$ cat config.mk
export PLATFORM = sky130hd
export DESIGN_NAME = wb_result_stage
export DESIGN_NICKNAME = d
export VERILOG_FILES = /design/src/rtl/pipe_pkg.sv /design/src/rtl/pri_src_sel.sv /design/src/rtl/wb_result_stage.sv
export SDC_FILE = /design/constraint.sdc
export NUM_CORES = 1
export LEC_CHECK = 0
export BUFFER_PORTS_ARGS = -buffer_cell sky130_fd_sc_hd__buf_4
export CORE_UTILIZATION = 35
export CTS_CLUSTER_DIAMETER = 60
export DETAILED_ROUTE_END_ITERATION = 8
export PLACE_DENSITY = 0.71
export SYNTH_ARGS = -nofsm -noshare
export SYNTH_HDL_FRONTEND = slang
export SYNTH_SLANG_ARGS = --single-unit
$ cat constraint.sdc
create_clock -name clk -period 1.8 [get_ports clk]
set_input_delay 0.45 -clock clk [delete_from_list [all_inputs] [get_ports clk]]
set_output_delay 0.45 -clock clk [all_outputs]
set_load 0.005 [all_outputs]
$ cat src/rtl/pipe_pkg.sv
// Shared definitions for the writeback result stage.
//   wb_state_t : result stage state encoding
//   REG_AW     : architectural register address width
//   REG_ZERO   : hard-wired zero register; writes to it are suppressed
package pipe_pkg;

    localparam int REG_AW = 5;
    localparam logic [REG_AW-1:0] REG_ZERO = '0;

    typedef enum logic [1:0] {
        ST_IDLE     = 2'd0,
        ST_WAIT_MDU = 2'd1,
        ST_FULL     = 2'd2
    } wb_state_t;

endpackage

$ cat src/rtl/pri_src_sel.sv
// Combinational priority encoder plus data select for the result sources.
// The lowest set request bit wins; no request bits selects the last source.
// Ports:
//   src_sel  [NSRC]     : per-source request bits
//   src_data [NSRC*DW]  : source i at bits [i*DW +: DW]
//   win_idx  [IW]       : winning source index
//   win_data [DW]       : winning source data
module pri_src_sel #(
    parameter int DW   = 32,
    parameter int NSRC = 4,
    parameter int IW   = (NSRC > 1) ? $clog2(NSRC) : 1
) (
    input  logic [NSRC-1:0]    src_sel,
    input  logic [NSRC*DW-1:0] src_data,
    output logic [IW-1:0]      win_idx,
    output logic [DW-1:0]      win_data
);

    // Scan from the top down so the lowest set bit is the last to overwrite.
    always_comb begin
        win_idx = IW'(NSRC - 1);
        for (int i = NSRC - 1; i >= 0; i--) begin
            if (src_sel[i]) begin
                win_idx = IW'(i);
            end
        end
    end

    assign win_data = src_data[int'(win_idx)*DW +: DW];

endmodule

$ cat src/rtl/wb_result_stage.sv
// Writeback result stage: selects one of NSRC result sources, waits for the
// multi-cycle unit (MDU) when its result is late, and holds a registered
// writeback bundle until the consumer takes it.
// Optional feature: define WB_RESULT_BYPASS_EN to add the fwd_valid/fwd_data
// forward path toward the ID stage.
// Ports:
//   clk, rst_n                 : clock, synchronous active-low reset
//   in_valid/in_ready          : request handshake
//   in_sel, in_data            : source request bits and packed source data
//   in_waddr, in_wen           : destination register and write enable
//   mdu_valid, mdu_data        : late MDU result strobe and data
//   flush                      : drop held and incoming work
//   out_valid/out_ready        : result handshake
//   out_data, out_waddr, out_wen : registered writeback bundle
//   busy                       : waiting for the MDU
//   stall_cnt                  : saturating count of stalled request cycles
//   fwd_valid, fwd_data        : forward path (WB_RESULT_BYPASS_EN only)
//
// state       | meaning
// ST_IDLE     | empty, ready for a request
// ST_WAIT_MDU | MDU request accepted, result not yet returned
// ST_FULL     | result bundle held, waiting for out_ready
module wb_result_stage
    import pipe_pkg::*;
#(
    parameter int DW      = 32,
    parameter int NSRC    = 4,
    parameter int MDU_IDX = 2
) (
    input  logic                 clk,
    input  logic                 rst_n,
    input  logic                 in_valid,
    output logic                 in_ready,
    input  logic [NSRC-1:0]      in_sel,
    input  logic [NSRC*DW-1:0]   in_data,
    input  logic [REG_AW-1:0]    in_waddr,
    input  logic                 in_wen,
    input  logic                 mdu_valid,
    input  logic [DW-1:0]        mdu_data,
    input  logic                 flush,
    output logic                 out_valid,
    input  logic                 out_ready,
    output logic [DW-1:0]        out_data,
    output logic [REG_AW-1:0]    out_waddr,
    output logic                 out_wen,
    output logic                 busy,
    output logic [15:0]          stall_cnt
`ifdef WB_RESULT_BYPASS_EN
    ,
    output logic                 fwd_valid,
    output logic [DW-1:0]        fwd_data
`endif
);

    localparam int IW = (NSRC > 1) ? $clog2(NSRC) : 1;

    wb_state_t          state_q, state_d;
    logic [DW-1:0]      data_q;
    logic [REG_AW-1:0]  waddr_q;
    logic               wen_q;
    logic [15:0]        stall_q;

    logic [IW-1:0]      sel_idx;
    logic [DW-1:0]      sel_data;
    logic               sel_is_mdu;
    logic               accept;
    logic               stall;
    wb_state_t          accept_state;

    pri_src_sel #(
        .DW   (DW),
        .NSRC (NSRC),
        .IW   (IW)
    ) u_pri_src_sel (
        .src_sel  (in_sel),
        .src_data (in_data),
        .win_idx  (sel_idx),
        .win_data (sel_data)
    );

    assign sel_is_mdu = (int'(sel_idx) == MDU_IDX);

    always_comb begin
        in_ready = 1'b0;
        case (state_q)
            ST_IDLE:     in_ready = 1'b1;
            ST_FULL:     in_ready = out_ready;
            default:     in_ready = 1'b0;
        endcase
    end

    // Flush suppresses the accept but not the stall accounting.
    assign accept = in_valid && in_ready && !flush;
    assign stall  = in_valid && !in_ready;

    // Destination state for an accepted request, shared by IDLE and the
    // back-to-back path out of FULL.
    assign accept_state = (sel_is_mdu && !mdu_valid) ? ST_WAIT_MDU : ST_FULL;

    always_comb begin
        state_d = state_q;
        case (state_q)
            ST_IDLE: begin
                if (accept) begin
                    state_d = accept_state;
                end
            end
            ST_WAIT_MDU: begin
                if (mdu_valid) begin
                    state_d = ST_FULL;
                end
            end
            ST_FULL: begin
                if (out_ready) begin
                    state_d = accept ? accept_state : ST_IDLE;
                end
            end
            default: state_d = ST_IDLE;
        endcase
        if (flush) begin
            state_d = ST_IDLE;
        end
    end

    always_ff @(posedge clk) begin
        if (!rst_n) begin
            state_q <= ST_IDLE;
            data_q  <= '0;
            waddr_q <= '0;
            wen_q   <= 1'b0;
            stall_q <= '0;
        end else begin
            state_q <= state_d;
            if (stall && (stall_q != 16'hFFFF)) begin
                stall_q <= stall_q + 16'd1;
            end
            if (accept) begin
                waddr_q <= in_waddr;
                // Writes to the zero register are squashed at capture.
                wen_q   <= in_wen && (in_waddr != REG_ZERO);
                data_q  <= sel_is_mdu ? mdu_data : sel_data;
            end else if ((state_q == ST_WAIT_MDU) && mdu_valid && !flush) begin
                data_q  <= mdu_data;
            end
        end
    end

    assign out_valid = (state_q == ST_FULL);
    assign out_data  = data_q;
    assign out_waddr = waddr_q;
    assign out_wen   = wen_q;
    assign busy      = (state_q == ST_WAIT_MDU);
    assign stall_cnt = stall_q;

`ifdef WB_RESULT_BYPASS_EN
    assign fwd_valid = out_valid && out_wen;
    assign fwd_data  = out_data;
`else
    // No forward path in this build.
`endif

endmodule

==> metrics <==
status finished, final reports clean; Leak Pwr 2.28 nW; Nets 762; routed vias 3,508; Worst Path Required 1.35 ns; DRC errors left 0; Most used DFF post-synth dfxtp_1; library cells used by synthesis 43; final hold vios 0; Arr. time, crit path 1.26 ns; Overall Power 2.75 mW; grt peak-use layer met2; first-pass GRT wire length 16.2 mm; Core Rows 34; CTS root buffer clkbuf_8; Avg WL per Cell 14.6 um; dpl cell area 4850 um^2; # Max-Cap Violations 0; post-synthesis net count 558; CP endpoint kind output port; register area 1120 um^2; Yosys warning count 0; clk sinks 56; CTS max path bufs 2; DR vias/cell 5.05; met3 Usage GRT 5.13%; worst min path class input pin to flop; worst clock skew 0.00760 ns; RSZ-0062 raised after global routing no; Max-slew headroom 64.8%; Synth top area share 35.7%; cell taking the most area after synthesis dfxtp_1; final wirelength 10.2 mm; largest net degree at the start of global routing 65; Crit Path Class flop to output port; antenna violations before repair 0; grt ovf 0; I/O pins 233; CTS H-tree lvls 2; First-pass DRT Iterations 4; Syn Area/Cell 8.25 um^2; CTS buffer count 5; Slew Viols, Final 0; area occupied by multi-input gates 1840 um^2; Fin Setup TNS 0 ns; met2 Track Usage GR 39.8%; Post-synth EDFFs 0; die area 9370 um^2; Post-CTS Hold Fix Bufs 0; synthesized flop and latch total 56; Die Span X 96.8 um; Worst-path clk slew 0.10 ns; CP max FO 5; Async S/R FF share, synth 0%; Fmax 585 MHz; antenna viol nets, final 0; GRT Total Usage 20.8%; share of cells above drive strength 1 43.2%; Initial Utilization 36.1%; Worst VDD drop 0.309 mV; worst-margin pin slew 0.523 ns; final period utilization 94.9%; GR Layer Usage met1 23.8%; chip height 96.8 um; RePlAce Congestion 0.810; CTS tree done; most frequent cell after synthesis nand2_1; vias in the first global route 3,402; hpwl dp 7.92 mm; Final Util 57.0%; Layout area overhead 58.1%; Ant. Diodes 0; Final Instance Area 4970 um^2; PD cells 553 nW/um^2; top cells by area, synth dfxtp_1 (36%), mux2i_1 (12%), nand2_1 (8.2%); Setup crit start kind flop; Syn Inst Count 381; number of fillers in the final layout 817; mapped cell area 3140 um^2; # port buffers 199; Iteration-0 DRC Markers 83; top cells by count, synth nand2_1 (69), dfxtp_1 (56), mux2i_1 (38); final setup fails 0; Tmin final 1.71 ns; worst skew pair latency 0.30 ns; core box area 8720 um^2; Seq/Total Area, Yosys 35.7%
path summary, 6_finish.rpt:
check          startpoint            to  slack, ns  cells past startpoint
min             mdu_valid    state_q[0]       0.32                      2
min reg2reg       out_wen       out_wen       0.48                      2
max reg2reg  stall_cnt[1]  stall_cnt[1]       0.14                      7
max            state_q[1]      in_ready       0.09                      4
timing repair:
action                     4_1_cts  5_1_grt
setup endpoints to repair        0        4
resized for setup                0        7
setup buffers                    0        2
layout make-up:
class	count	area share (%)
clock inverters	1	0.151
multi-input cells	291	37.0
inverters	5	0.377
well taps	108	2.72
flip-flops and latches	56	22.6
repair buffers	226	35.4
clock buffers	7	1.74
worst max-delay path, stage by stage (launching register included):
cell	delay [ns]
dfxtp_1	0.40
nor2b_4	0.25
buf_4	0.15
nor2_1	0.03
buf_4	0.13
per-layer routing:
layer | share of wire (%) | up-vias
met5 | 0 | -
met4 | 0.28 | 0
met3 | 6.7 | 4
met2 | 52 | 110
met1 | 41 | 1632
li1 | - | 1762
cell usage in the layout (no fill, tap or decap), types with 6 or more instances in the layout:
master / instances
mux2i_1: 38
xnor2_1: 8
o21ai_0: 35
nor2_1: 22
buf_4: 221
dfxtp_1: 54
clkbuf_8: 6
a21oi_1: 34
nand2_1: 69
a22oi_1: 32
state kept, by name (all words and copies together) (netlist names):
name and count:
out_data 32, out_waddr 5, out_wen 1, stall_cnt 16
state_q 2
power by group:
| part | leakage, nW | internal [mW] | switching [mW] |
|---|---|---|---|
| logic | 1.77 | 0.423 | 0.284 |
| registers | 0.458 | 1.30 | 0.0326 |
| clock network | 0.0445 | 0.314 | 0.397 |
metrics by stage:
stage                     cells  worst slack, ns  hold slack [ns]
after floorplan             381           0.0139            0.467
after global placement      684          -0.0169            0.460
after detailed placement    684          -0.0626            0.471
after CTS                   692          0.00448            0.310
after global routing        694           0.0135            0.293
final                       694           0.0911            0.316
cell families after synthesis:
| family | after synthesis | share of synthesized area (%) |
|---|---|---|
| buf+inv | 34 | 6.17 |
| simple gates | 126 | 19.1 |
| compound gates | 115 | 23.5 |
| mux | 38 | 12.1 |
| flops | 56 | 35.7 |
| fa+ha+maj | 1 | 0.398 |
| xor+xnor | 11 | 3.06 |
(Power assumes the default switching activity.)
